`src/rtl/regfile_pkg.sv`:
```
// regfile_pkg: shared defaults and index-width helper for the scoreboarded register file
package regfile_pkg;
  localparam int DEF_DATA_W = 8;
  localparam int DEF_NUM_REGS = 4;
  function automatic int addr_w(input int n);
    return n > 1 ? $clog2(n) : 1;
  endfunction
endpackage

```
`src/rtl/regfile_scoreboard.sv`:
```
// regfile_scoreboard: per-register busy bits with reserve-at-issue / clear-at-writeback
// Ports: clk, reset (async, active-high); write_enable/reg_write clear a busy bit;
// rsv_enable/rsv_reg request a reservation; rsv_ok/stall report acceptance; busy_vec is the state.
module regfile_scoreboard import regfile_pkg::*; #(
  parameter int NUM_REGS = DEF_NUM_REGS,
  parameter bit ZERO_REG = 1'b0,
  localparam int ADDR_W = addr_w(NUM_REGS)
) (
  input  logic                clk,
  input  logic                reset,
  input  logic                write_enable,
  input  logic [ADDR_W-1:0]   reg_write,
  input  logic                rsv_enable,
  input  logic [ADDR_W-1:0]   rsv_reg,
  output logic                rsv_ok,
  output logic                stall,
  output logic [NUM_REGS-1:0] busy_vec
);
  localparam logic [ADDR_W:0] LIM = (ADDR_W+1)'(NUM_REGS);
  logic [NUM_REGS-1:0] busy, busy_nxt;
  logic rsv_valid, rsv_zero;
  assign rsv_valid = {1'b0, rsv_reg} < LIM;
  assign rsv_zero = ZERO_REG && rsv_reg == '0;
  // a busy register may be re-reserved only when its current producer retires this cycle
  assign rsv_ok = rsv_enable && rsv_valid &&
                  (rsv_zero || !busy[rsv_reg] || (write_enable && reg_write == rsv_reg));
  assign stall = rsv_enable && !rsv_ok;
  assign busy_vec = busy;
  // set has priority over clear: the new producer is still pending
  always_comb begin
    busy_nxt = '0;
    for (int i = 0; i < NUM_REGS; i++)
      busy_nxt[i] = (rsv_ok && !rsv_zero && rsv_reg == ADDR_W'(i)) ||
                    (busy[i] && !(write_enable && reg_write == ADDR_W'(i)));
  end
  always_ff @(posedge clk or posedge reset)
    if (reset) busy <= '0;
    else busy <= busy_nxt;
endmodule

```
`src/rtl/regfile_sb.sv`:
```
// regfile_sb: N x W register file, two combinational reads, one write, bypass and busy scoreboard
// Ports: clk, reset (async, active-high); write_enable/reg_write/write_data writeback port;
// src1/src2 read indices with srcN_data/srcN_busy; rsv_enable/rsv_reg issue reservation,
// rsv_ok/stall acceptance; busy_vec registered busy bits.
module regfile_sb import regfile_pkg::*; #(
  parameter int DATA_W = DEF_DATA_W,
  parameter int NUM_REGS = DEF_NUM_REGS,
  parameter bit ZERO_REG = 1'b0,
  parameter bit BYPASS = 1'b1,
  localparam int ADDR_W = addr_w(NUM_REGS)
) (
  input  logic                clk,
  input  logic                reset,
  input  logic                write_enable,
  input  logic [ADDR_W-1:0]   reg_write,
  input  logic [DATA_W-1:0]   write_data,
  input  logic [ADDR_W-1:0]   src1,
  input  logic [ADDR_W-1:0]   src2,
  output logic [DATA_W-1:0]   src1_data,
  output logic [DATA_W-1:0]   src2_data,
  output logic                src1_busy,
  output logic                src2_busy,
  input  logic                rsv_enable,
  input  logic [ADDR_W-1:0]   rsv_reg,
  output logic                rsv_ok,
  output logic                stall,
  output logic [NUM_REGS-1:0] busy_vec
);
  localparam logic [ADDR_W:0] LIM = (ADDR_W+1)'(NUM_REGS);
  logic [DATA_W-1:0] regs [NUM_REGS];
  logic wr_ok;
  function automatic logic in_range(input logic [ADDR_W-1:0] a);
    return {1'b0, a} < LIM;
  endfunction
  function automatic logic is_zero(input logic [ADDR_W-1:0] a);
    return ZERO_REG && a == '0;
  endfunction
  // forwarding only applies to real, writable registers
  function automatic logic byp(input logic [ADDR_W-1:0] a);
    return BYPASS && write_enable && reg_write == a && in_range(a) && !is_zero(a);
  endfunction
  assign wr_ok = write_enable && in_range(reg_write) && !is_zero(reg_write);
  always_comb begin
    src1_data = !in_range(src1) || is_zero(src1) ? '0 : byp(src1) ? write_data : regs[src1];
    src2_data = !in_range(src2) || is_zero(src2) ? '0 : byp(src2) ? write_data : regs[src2];
    src1_busy = in_range(src1) && !byp(src1) && busy_vec[src1];
    src2_busy = in_range(src2) && !byp(src2) && busy_vec[src2];
  end
  always_ff @(posedge clk or posedge reset)
    if (reset) for (int i = 0; i < NUM_REGS; i++) regs[i] <= '0;
    else if (wr_ok) regs[reg_write] <= write_data;
  regfile_scoreboard #(.NUM_REGS(NUM_REGS), .ZERO_REG(ZERO_REG)) u_sb (
    .clk(clk),
    .reset(reset),
    .write_enable(write_enable),
    .reg_write(reg_write),
    .rsv_enable(rsv_enable),
    .rsv_reg(rsv_reg),
    .rsv_ok(rsv_ok),
    .stall(stall),
    .busy_vec(busy_vec)
  );
endmodule

```
`config.mk`:
```
export PLATFORM = sky130hd
export DESIGN_NAME = regfile_sb
export DESIGN_NICKNAME = d
export VERILOG_FILES = /design/src/rtl/regfile_pkg.sv /design/src/rtl/regfile_scoreboard.sv /design/src/rtl/regfile_sb.sv
export SDC_FILE = /design/constraint.sdc
export NUM_CORES = 1
export LEC_CHECK = 0
export ABC_AREA = 1
export BUFFER_PORTS_ARGS = -buffer_cell sky130_fd_sc_hd__buf_2
export CAP_MARGIN = 5
export CORE_ASPECT_RATIO = 1.75
export CORE_MARGIN = 3
export CORE_UTILIZATION = 32
export CTS_CLUSTER_SIZE = 28
export DETAILED_ROUTE_END_ITERATION = 8
export PLACE_DENSITY = 0.48
export SLEW_MARGIN = 40
export SYNTH_ARGS = -nofsm -noshare
export SYNTH_HDL_FRONTEND = slang
export SYNTH_SLANG_ARGS = --single-unit
```
`constraint.sdc`:
```
create_clock -name clk -period 1.9 [get_ports clk]
set_clock_uncertainty 0.1 [all_clocks]
set_input_delay 0.285 -clock clk [delete_from_list [all_inputs] [get_ports clk]]
set_output_delay 0.285 -clock clk [all_outputs]
set_load 0.005 [all_outputs]
```
Word-level counts from Yosys, hierarchy flattened
Index checks and enable logic that the tools add are counted.
- register bits: 36
- latch bits: 0
- bits in writable memories: 0
- bits in read-only memories: 0
- input bits: 20
- output and inout port bits: 24
- logic and storage cells: 76
- memories kept: 0
- add/sub/neg operators: 0
- multipliers: 0
- div/mod/pow operators: 0
- order comparisons: 7
- equality and inequality tests: 9
- shift operators: 0
- mux-type cells: 17
- bitwise operators: 3
- reductions and logical operators: 35
- operators by type and width (kind ; number):
    2-to-1 mux 8 bit ; 7
    binary-select mux 8 bit (select 2 bit) ; 2
    bitwise mux 32 bit ; 1
    logical AND 1 bit ; 20
    demux 8 bit (select 2 bit) ; 1
    >= comparator 3 bit, second input constant ; 3
    less-than comparator 2 x 3 -> 1 bit, second input constant ; 3
    inverter 2 -> 3 bit ; 3
    equality test 2 bit, second input constant ; 4
    logical NOT 1 bit ; 8
    binary-select mux 1 bit (select 2 bit) ; 3
    equality test 2 bit ; 3
    logical OR 1 bit ; 5
    equality test 2 x 1 -> 1 bit, second input constant ; 2
    logical NOT 2 bit ; 2
    less-than comparator 3 x 1 -> 1 bit, second input constant ; 1
    2-to-1 mux 1 bit ; 3

Longest topological paths before layout
Gate-level depths: netlist of run 1.
- depth after elaboration: 7
- depth in mapped cells: 9
- mapped depth without buffers: 8

Modules after synthesis
A second synthesis of run 1 with hierarchy kept.
- cell total of the unflattened synthesis: 406
- area total of the unflattened synthesis: 2528.7 um2
- modules (own cells, without submodules) (module ; instances ; cells an instance ; area each (um2) ; sequential area each (um2)):
    regfile_sb ; 1 ; 359 ; 2235.9 ; 800.8
    regfile_scoreboard ; 1 ; 47 ; 292.8 ; 100.1

Worst setup path after synthesis of run 1
OpenSTA, ideal clock, no wires.
- path type: input to output
- from: in src1[0]
- to: out src1_data[1]
- arrival: 1033 ps
- required time: 1515 ps
- slack: 482 ps
- cell stages on the path: 5
- path buffers: 2
- path through: buf_4 > xnor2_2 > o211ai_2 > buf_6 > o21ai_1
- word-level cells in the longest chain between the ends: 5
- elaborated cells between the ends (all ways): 7
- classes of those cells: eq/ne: 1; mux: 4; bitwise: 1; reduce/logical: 1
- RTL lines (element ; RTL line ; RTL):
    start, declared ; regfile_sb.sv:17 ; input logic [ADDR_W-1:0] src1,
    inverter 2 -> 3 bit (implied by the code) ; regfile_sb.sv:44 ; src1_data = !in_range(src1) || is_zero(src1) ? '0 : byp(src1) ? write_data : regs[src1];
    binary-select mux 8 bit (select 2 bit) ; regfile_sb.sv:44 ;
    2-to-1 mux 8 bit (implied by the code) (2 in a row) ; regfile_sb.sv:44 ;
    2-to-1 mux 8 bit * ; regfile_sb.sv:44 ;
    end, declared ; regfile_sb.sv:19 ; output logic [DATA_W-1:0] src1_data,
Every way passes the cells marked *; elsewhere a longest branch is shown, timed or not. The select of a mux whose other input is x is not followed.

Final worst setup path of run 1
- from: reg u_sb.busy[3], in the netlist u_sb.busy_vec[3]
- to: out stall
- word-level cells in the longest chain between the ends: 7
- RTL lines (element ; RTL line ; RTL):
    start, declared ; regfile_scoreboard.sv:20 ; logic [NUM_REGS-1:0] busy, busy_nxt;
    start signal, assigned ; regfile_scoreboard.sv:38 ; else busy <= busy_nxt;
    binary-select mux 1 bit (select 2 bit) ; regfile_scoreboard.sv:26 ; (rsv_zero || !busy[rsv_reg] || (write_enable && reg_write == rsv_reg));
    2-to-1 mux 1 bit (implied by the code) ; regfile_scoreboard.sv:26 ;
    logical NOT 1 bit ; regfile_scoreboard.sv:26 ;
    logical OR 1 bit ; regfile_scoreboard.sv:26 ;
    logical AND 1 bit ; regfile_scoreboard.sv:25 ; assign rsv_ok = rsv_enable && rsv_valid &&
    logical NOT 1 bit ; regfile_scoreboard.sv:27 ; assign stall = rsv_enable && !rsv_ok;
    logical AND 1 bit ; regfile_scoreboard.sv:27 ;
    end, declared ; regfile_sb.sv:26 ; output logic stall,
No other way between the ends. The select of a mux whose other input is x is not followed.

==> out/metrics.cfg, run 1 <==
[cts]
clockBufferDepth=2
clock_sinks=36
post-cts-setup-buffer-count=0
cts_tree=built
cts_resized=0
cts_buffers=5
clock_latency_ps=270
clockRootBuffer=clkbuf_16
cts_max_level=2
clk_pin_slew_ps=50
holdBufCountCts=0

[synthesis]
syn_inst=325
ys_ff_latch=36
syn-num-nets=345
synth.avg_cell_area_sq_um=7.115
synth_cell_types=17
syn-cell-area_sq_um=2312
synth_seq_area_share=0.3896
synth-warning-count=0

[global_route]
grtUsageTotal=0.1537
grt_pass1_wl_mm=10.25
first_global_vias=1997
antenna_found_initial=0
grt_overflow_total=0
grt_max_degree=37

[final_layout]
n_fill_cell=724
multiInputGateArea_sq_um=1147
nNetsFinal=384
diodes=0
area_growth_pct=19.10
layout-drive-gt1-share=0.2088
design_area_sq_um=2754
finalNonFillerCells=448
register_area_sq_um=900.9

[timing]
worst_pin_slew_ps=625.3
min_period_over_period=0.8826
maxSlewViolCount=0
hold_viol_final=0
rsz0062_at_grt=false
fmax_ghz=0.5963
fin_hold_ws_ps=12.58
relSlewSlack=0.5821
setup_viol=0
fin_crit_ps=1677
finalSetupTns_ps=0

[die]
core.rowCount=40
boundaryPins=44
die_area_sq_um=8322
die_h_microns=118.5
start_util=0.3324
die_w_microns=70.26
core_area_sq_um=6957

[place]
portBuffers=43
gp_congestion=0.8196
dpl_cell_area_sq_um=2616
dp_hpwl_mm=4.423
dp.cells=441

[critical_path]
path_class=flop to output port
worstReg2RegEnd=u_sb.busy_vec[1]$_DFF_PP0_
rrSetupSlack_ps=730
ff2ff_path_depth=7
end_kind=output port
cp.required_ps=1510
critPathMaxFanout=5
timing.rr.start=u_sb.busy_vec[3]$_DFF_PP0_
cp.arrival_ps=1290
cp-start-kind=flop

[route]
routedWlPerCell_microns=13.65
vias=2166
ant_nets=0
vias_per_cell=4.835
drcViolationCount=0
drt-initial-drc-count=192
wl_mm=6.115
dr.pass1.iters=4

[power]
ir_worst_vdd_mv=0.5607
p_leak_nw=1.448
power_density_nw_per_um2=868.1
p_total_mw=2.391

[hold_path]
worstHoldPathType=input port to asynchronous set/reset pin

[job]
cap_violations=0

[status]
status=finished clean

-- cells in the final DEF (no fill, tap or decap) --
cell type,n
nor2_1,6
buf_2,43
nand2_1,105
nand3_1,7
xnor2_1,1
dfrtp_1,36
clkbuf_16,5
a21oi_1,19
inv_1,38
o211ai_2,2
buf_12,3
o21ai_2,13
o21ai_1,5
buf_4,6
o21ai_0,55
clkinvlp_4,1
clkinv_2,1
xnor2_2,2
o211ai_1,16
-- flip-flops by register name, summed over array words and instances (netlist names) --
register / cells
u_sb.busy_vec: 4
regs: 32
-- cells by family after synthesis --
kind of cell    synth area share
buf+inv                   0.1142
flops                     0.3896
compound gates            0.2830
xor+xnor                 0.01786
simple gates              0.1953
-- synthesized netlist by cell type --
library cell / count / area, sq um
a21oi_1: 19 / 95.09
buf_2: 13 / 65.06
buf_4: 2 / 15.01
buf_6: 3 / 33.78
clkbuf_1: 2 / 7.510
dfrtp_1: 36 / 900.9
inv_1: 38 / 142.6
nand2_1: 105 / 394.1
nand3_1: 7 / 35.03
nor2_1: 6 / 22.52
o211ai_1: 16 / 120.1
o211ai_2: 2 / 25.02
o21ai_0: 55 / 275.3
o21ai_1: 5 / 25.02
o21ai_2: 13 / 113.9
xnor2_1: 1 / 8.760
xnor2_2: 2 / 32.53
-- worst max-delay path: stages, from the launching register on --
cell	delay (ps)
dfrtp_1	430
nand2_1	70
nand2_1	60
nand2_1	50
nand2_1	80
nand2_1	120
nor2_1	100
buf_2	110
-- power by group --
| group | internal, mW | switching, mW | total, mW |
|---|---|---|---|
| registers | 0.895 | 0.0955 | 0.990 |
| logic | 0.267 | 0.365 | 0.632 |
| clock network | 0.475 | 0.293 | 0.768 |
| total | 1.64 | 0.754 | 2.39 |
-- metal layers --
| metal | up-vias | track usage | part of all wire |
|---|---|---|---|
| met4 | 0 | 0.03597 | 0.0093 |
| li1 | 1140 | - | - |
| met5 | - | 0 | 0 |
| met2 | 34 | 0.2623 | 0.52 |
| met3 | 4 | 0.02723 | 0.028 |
| met1 | 988 | 0.1993 | 0.45 |
-- layout make-up --
class	count	share of cell area
tap	84	0.03816
timing repair buffer	52	0.1163
inverter	38	0.05179
multi-input combinational	231	0.4166
sequential	36	0.3271
clock buffer	5	0.04543
clock inverter	2	0.004543
-- stage by stage --
step | utilization | setup slack (ps)
floorplan | - | 481.8
global placement | 0.3761 | 228.0
detailed placement | 0.3761 | 225.7
CTS | 0.3959 | 221.0
global route | 0.3959 | 110.7
finish | 0.3959 | 223.1
-- worst max-delay path by stage --
stage	startpoint	to	slack [ps]	depth (start not counted)
2_1_floorplan	src1[0]	src1_data[1]	480	5
3_3_place_gp	reg_write[0]	src1_data[6]	230	6
3_5_place_dp	write_enable	src1_data[6]	230	8
4_1_cts	reg_write[0]	src1_data[6]	220	6
5_1_grt	u_sb.busy_vec[1]$_DFF_PP0_	src2_busy	110	7
6_report	u_sb.busy_vec[3]$_DFF_PP0_	stall	220	7
(Power assumes the default switching activity.)
==> run 2: changes to the inputs <==
--- a/config.mk
+++ b/config.mk
@@ -12,4 +12,5 @@
 export CORE_MARGIN = 3
 export CORE_UTILIZATION = 32
+export CTS_BUF_LIST = sky130_fd_sc_hd__clkbuf_8 sky130_fd_sc_hd__clkbuf_16
 export CTS_CLUSTER_SIZE = 28
 export DETAILED_ROUTE_END_ITERATION = 8
==> constraint.sdc (replaced) <==
create_clock -name clk -period 1.9 [get_ports clk]
set_clock_uncertainty 0.1 [all_clocks]
set_input_delay 0.19 -clock clk [delete_from_list [all_inputs] [get_ports clk]]
set_output_delay 0.19 -clock clk [all_outputs]
set_load 0.005 [all_outputs]
==> run 2 against run 1 <==
Net effect:
- worst hold slack improved by 95 ps
- first-iteration DRC count fell by 32%
- combinational power barely moved
- final area rose by 0.77%
- worst setup slack improved by 83 ps
- register-to-register slack barely moved
- count of clock-buffer cells in the layout rose by 2
- maximum frequency rose by 5.2%
- clock power rose by 8.9%
- sequential power barely moved
- critical path depth did not move
- utilization rose by 0.31 points
==> out/metrics.cfg, run 2 (same netlist as run 1, synthesis figures left out) <==
[status]
status=finished clean  ; unchanged

[final_layout]
area_growth_pct=20.02  ; was 19.10%
finalNonFillerCells=449  ; was 448
nNetsFinal=385  ; was 384
final_cell_mix=105 x nand2_1, 55 x o21ai_0, 43 x buf_2, 38 x inv_1, 36 x dfrtp_1  ; unchanged
final_common_cell=nand2_1  ; unchanged
diodes=0  ; unchanged
design_area_sq_um=2775  ; was 2754 sq um
largest_reg_flops=32  ; unchanged
layout-drive-gt1-share=0.2082  ; was 0.2088
final_util=0.3989  ; was 0.3959
largest-register=regs  ; unchanged

[cts]
post-cts-setup-buffer-count=0  ; unchanged
cts_tree=built  ; unchanged
clock_latency_ps=270  ; about the same
holdBufCountCts=1  ; was 0
cts_buffers=5  ; unchanged
cts_resized=0  ; unchanged
clock_sinks=36  ; unchanged
clk_pin_slew_ps=50  ; about the same
cts_max_level=2  ; unchanged
clockBufferDepth=2  ; unchanged
clockRootBuffer=clkbuf_16  ; unchanged

[global_route]
grtUsageTotal=0.1605  ; was 0.1537
grt_overflow_total=0  ; unchanged
antenna_found_initial=0  ; unchanged
grt_pass1_wl_mm=10.65  ; was 10.25 mm
first_global_vias=2070  ; was 1997
grt_max_degree=37  ; unchanged

[hold_path]
min_to=u_sb.busy_vec[0]$_DFF_PP0_
holdCritStartpoint=rsv_enable
worstHoldPathType=input port to flop  ; was input port to asynchronous set/reset pin
hold_depth=3

[power]
comb_power_share=0.256  ; was 0.265
clkPwrFrac=0.341  ; was 0.321
p_total_mw=2.455  ; was 2.391 mW
swShare=0.3035  ; was 0.3153
ir_worst_vdd_mv=0.4219  ; was 0.5607 mV
seq_power_share=0.403  ; was 0.414
p_int_mw=1.710  ; was 1.637 mW
power_density_nw_per_um2=884.6  ; was 868.1 nW/um^2
p_leak_nw=1.459  ; was 1.448 nW
power.switching_mw=0.7451  ; was 0.7539 mW

[timing]
relSlewSlack=0.5657  ; was 0.5821
fin_crit_ps=1594  ; was 1677 ps
min_period_over_period=0.8390  ; was 0.8826
setup_viol=0  ; unchanged
timing.final.ws_setup_ps=305.9  ; was 223.1 ps
fmax_ghz=0.6273  ; was 0.5963 GHz
rsz0062_at_grt=false  ; unchanged
fin_hold_ws_ps=107.7  ; was 12.58 ps
finalSetupTns_ps=0  ; unchanged
worst_pin_slew_ps=649.8  ; was 625.3 ps
hold_viol_final=0  ; unchanged
maxSlewViolCount=0  ; unchanged

[route]
dr.pass1.iters=4  ; unchanged
drcViolationCount=0  ; unchanged
vias=2172  ; was 2166
routedWlPerCell_microns=13.75  ; was 13.65 microns
drt-initial-drc-count=130  ; was 192
vias_per_cell=4.837  ; was 4.835
wl_mm=6.174  ; was 6.115 mm
ant_nets=0  ; unchanged

[critical_path]
timing.rr.start=u_sb.busy_vec[3]$_DFF_PP0_  ; unchanged
path_class=flop to output port  ; unchanged
worstReg2RegEnd=u_sb.busy_vec[2]$_DFF_PP0_  ; was u_sb.busy_vec[1]$_DFF_PP0_
cp-start-kind=flop  ; unchanged
critPathMaxFanout=5  ; unchanged
cp.arrival_ps=1300  ; was 1290 ps
cp.required_ps=1610  ; was 1510 ps
end_kind=output port  ; unchanged
ff2ff_path_depth=7  ; unchanged
rrSetupSlack_ps=730  ; about the same

[place]
dpl_cell_area_sq_um=2604  ; was 2616 sq um
gp_congestion=0.7824  ; was 0.8196
dp_hpwl_mm=4.487  ; was 4.423 mm
dp.cells=441  ; unchanged
post-place-ws_ps=110.6  ; was 225.7 ps
portBuffers=43  ; unchanged

[die]
core.rowCount=40  ; unchanged
boundaryPins=44  ; unchanged
core_area_sq_um=6957  ; unchanged
die_area_sq_um=8322  ; unchanged
die_w_microns=70.26  ; unchanged
die_h_microns=118.5  ; unchanged
start_util=0.3324  ; unchanged

[job]
cap_violations=0  ; unchanged

-- run 2: cell count changes in the layout (fill, tap and decap cells not counted), sizes merged --
| cell | previous run | this run |
|---|---|---|
| clkbuf | 5 | 7 |
| clkinv | 1 | 0 |
| clkinvlp | 1 | 0 |
| dlygate4sd3 | 0 | 1 |
-- run 2: how the worst max path moves through the flow --
stage / endpoint / start / cells past startpoint
after floorplan: src1_data[1] / src1[0] / 5
after global placement: src1_data[3] / reg_write[1] / 6
after detailed placement: src1_data[7] / reg_write[1] / 6
after CTS: src1_data[7] / reg_write[1] / 6
after global routing: src1_busy / u_sb.busy_vec[1]$_DFF_PP0_ / 7
final: stall / u_sb.busy_vec[3]$_DFF_PP0_ / 7
-- run 2: area by class of cell --
cell class	instances	area, sq um
fill	748	4182
tap	84	105.1
timing repair buffer	53	317.8
sequential	36	900.9
multi-input combinational	231	1156
clock buffer	7	152.6
inverter	38	142.6
-- run 2: power by group through the flow --
stage          Sequential [mW]  Clock [mW]  Combinational, mW
6_report                 0.989       0.836              0.629
2_1_floorplan            0.976           0              0.435
3_5_place_dp              1.00           0              0.635
5_1_grt                   1.01       0.892              0.741
3_3_place_gp             0.997           0              0.633
4_1_cts                  0.989       0.861              0.639
-- run 2: layer usage --
layer / GRT usage / part of all wire / vias up
li1: - / - / 1144
met1: 0.1976 / 0.43 / 998
met2: 0.2829 / 0.53 / 24
met3: 0.02809 / 0.025 / 6
met4: 0.04317 / 0.012 / 0
met5: 0 / 0 / -
-- run 2: worst max-delay path, stage by stage (launching register included) --
cell and delay (ps):
dfrtp_1 430, nand2_1 70, nand2_1 70, nand2_1 50, nand2_1 80, nand2_1 110
nor2_1 110, buf_2 120
==> run 3: changes to the inputs <==
- ABC_AREA: 1 -> 0
- clock period: 1.9 -> 1.57 ns (I/O delays scaled with it)
==> run 3 against run 2 <==
Net effect:
- the run now ends with negative setup slack left
- utilization increased by 4.5 points
- sequential power up 26%
- register-to-register slack lost 270 ps
- area after synthesis is 0.65% lower
- routed wire length is 9.0% lower
- final cell count fell by 33%
- sequential cell count stayed put
- final area grew 11%
- clock power increased by 17%
- via count shrank 28%
- worst setup slack lost 530 ps
==> out/metrics.cfg, run 3 <==
[global_route]
grt_max_degree=37  ; unchanged
first_global_vias=1782  ; was 2070
antenna_found_initial=0  ; unchanged
grt_overflow_total=0  ; unchanged
grtUsageTotal=0.1451  ; was 0.1605
grt_pass1_wl_mm=9.246  ; was 10.65 mm

[critical_path]
timing.rr.start=regs[4]$_DFFE_PP0P_  ; was u_sb.busy_vec[3]$_DFF_PP0_
critPathMaxFanout=3  ; was 5
rrSetupSlack_ps=460  ; was 730 ps
path_class=flop to output port  ; unchanged
cp.required_ps=1310  ; was 1610 ps
cp.arrival_ps=1540  ; was 1300 ps
cp-start-kind=flop  ; unchanged
end_kind=output port  ; unchanged
ff2ff_path_depth=3  ; was 7
worstReg2RegEnd=regs[4]$_DFFE_PP0P_  ; was u_sb.busy_vec[2]$_DFF_PP0_

[synthesis]
syn-cell-area_sq_um=2297  ; was 2312 sq um
ys_ff_latch=36  ; unchanged
synth-warning-count=0  ; unchanged
synth_most_common_cell=dfrtp_1  ; was nand2_1
synthArstFlopShare=1.000  ; unchanged
synth_area_leaders=dfrtp_1 39%, mux4_2 17%, mux2_2 16%, mux2_4 10%, xnor2_2 2.8%  ; was dfrtp_1 39%, nand2_1 17%, o21ai_0 12%, inv_1 6.2%, o211ai_1 5.2%
synth_top_area_cell=dfrtp_1  ; unchanged
synth_edf_count=0  ; unchanged
synth.top_cell.area_share=0.3922  ; was 0.3896
synth.avg_cell_area_sq_um=15.63  ; was 7.115 sq um
syn-num-nets=167  ; was 345
synth_flop_cell=dfrtp_1  ; unchanged
syn_inst=147  ; was 325
synth_seq_area_share=0.3922  ; was 0.3896
ys_top_cells_by_count=36 x dfrtp_1, 32 x mux2_2, 17 x mux4_2  ; was 105 x nand2_1, 55 x o21ai_0, 38 x inv_1
synth_cell_types=26  ; was 17

[timing]
relSlewSlack=0.6814  ; was 0.5657
rsz0062_at_grt=true  ; was false
timing.final.ws_setup_ps=-226.8  ; was 305.9 ps
hold_viol_final=0  ; unchanged
fin_hold_ws_ps=50.86  ; was 107.7 ps
worst_pin_slew_ps=477.9  ; was 649.8 ps
min_period_over_period=1.144
fin_crit_ps=1797
fmax_ghz=0.5566
setup_viol=20  ; was 0
finalSetupTns_ps=-3867  ; was 0 ps
maxSlewViolCount=0  ; unchanged

[status]
violations=negative setup slack
status=complete, but fails checks  ; was finished clean

[power]
power_density_nw_per_um2=1136  ; was 884.6 nW/um^2
p_leak_nw=1.390  ; was 1.459 nW
p_total_mw=3.488  ; was 2.455 mW
ir_worst_vdd_mv=0.4880  ; was 0.4219 mV

[route]
routedWlPerCell_microns=18.74  ; was 13.75 microns
dr.pass1.iters=4  ; unchanged
ant_nets=0  ; unchanged
drt-initial-drc-count=41  ; was 130
vias_per_cell=5.187  ; was 4.837
vias=1556  ; was 2172
drcViolationCount=0  ; unchanged
wl_mm=5.621  ; was 6.174 mm

[die]
start_util=0.3326  ; was 0.3324
core_area_sq_um=6907  ; was 6957 sq um
core.rowCount=40  ; unchanged
die_area_sq_um=8272  ; was 8322 sq um
boundaryPins=44  ; unchanged
die_w_microns=70.05  ; was 70.26 microns
die_h_microns=118.1  ; was 118.5 microns

[cts]
clockBufferDepth=2  ; unchanged
clockRootBuffer=clkbuf_16  ; unchanged
cts_tree=built  ; unchanged
clock_latency_ps=280  ; was 270 ps
cts_buffers=5  ; unchanged
clk_pin_slew_ps=60  ; was 50 ps
cts_max_level=2  ; unchanged
clock_sinks=36  ; unchanged

[hold_path]
hold_depth=2  ; was 3
min_to=u_sb.busy_vec[1]$_DFF_PP0_  ; was u_sb.busy_vec[0]$_DFF_PP0_
worstHoldPathType=input port to flop  ; unchanged
holdCritStartpoint=rsv_reg[1]  ; was rsv_enable

[final_layout]
final_common_cell=dfrtp_1  ; was nand2_1
layout-drive-gt1-share=0.7130  ; was 0.2082
final_cell_mix=36 x dfrtp_1, 32 x mux2_2, 24 x buf_2, 20 x buf_4  ; was 105 x nand2_1, 55 x o21ai_0, 43 x buf_2, 38 x inv_1, 36 x dfrtp_1
final_util=0.4444  ; was 0.3989
largest_reg_flops=32  ; unchanged
area_growth_pct=33.61  ; was 20.02%
diodes=0  ; unchanged
largest-register=regs  ; unchanged
nNetsFinal=235  ; was 385

[place]
gp_congestion=0.7870  ; was 0.7824
post-place-ws_ps=-45.06  ; was 110.6 ps
dp_hpwl_mm=4.061  ; was 4.487 mm
portBuffers=43  ; unchanged

[job]
cap_violations=0  ; unchanged

## run 3: cells by family after synthesis
group                     count (synthesis)  synth area share
buffers and inverters                    12           0.03268
AOI/OAI and AO/OA                         9           0.02451
muxes                                    67            0.4510
DFF                                      36            0.3922
xor gates and xnor gates                  6           0.03595
and+or+nand+nor                          17           0.06373
## run 3: per-stage QoR
stage	instance area [sq um]	cells
2_1_floorplan	2297	147
3_3_place_gp	2746	285
3_5_place_dp	2746	285
4_1_cts	3035	297
5_1_grt	3069	300
6_report	3069	300
## run 3: layer usage
layer	track usage	routed length [microns]	up-vias
li1	-	-	703
met1	0.1680	2288	808
met2	0.2583	3018	38
met3	0.03162	200	7
met4	0.05156	113	0
met5	0	0	-
## run 3: what timing repair did
item / in CTS / in global routing
pin swaps: 2 / 0
hold endpoints to repair: 36 / 0
setup buffers: 3 / 3
endpoints found under the setup margin: 20 / 20
cloned: 0 / 0
hold buffers: 1 / 0
gates resized for setup: 23 / 2
## run 3: where the power goes
group / internal (mW) / switching, mW
registers: 1.11 / 0.136
logic: 0.852 / 0.410
clock network: 0.619 / 0.358
total: 2.58 / 0.905
## run 3: worst max-delay path by stage
stage | start | to | slack, ps | cells past startpoint
2_1_floorplan | u_sb.busy_vec[3]$_DFF_PP0_ | rsv_ok | 220 | 2
3_3_place_gp | src1[0] | src1_data[4] | -20 | 5
3_5_place_dp | src1[0] | src1_data[4] | -50 | 6
4_1_cts | regs[0]$_DFFE_PP0P_ | src2_data[0] | -240 | 3
5_1_grt | regs[0]$_DFFE_PP0P_ | src2_data[0] | -270 | 3
6_report | regs[0]$_DFFE_PP0P_ | src2_data[0] | -230 | 3
## run 3: final cells by class
class                      instances  area (sq um)
clock buffer                       6         138.9
sequential                        36         900.9
timing repair buffer              68         574.3
fill                             652          3837
clock inverter                     2         7.507
tap                               84         105.1
multi-input combinational         99          1324
inverter                           5         18.77
## run 3: worst max-delay path: stages (launching register included)
cell	delay, ps
dfrtp_1	400
mux4_2	480
mux2_4	270
buf_6	110
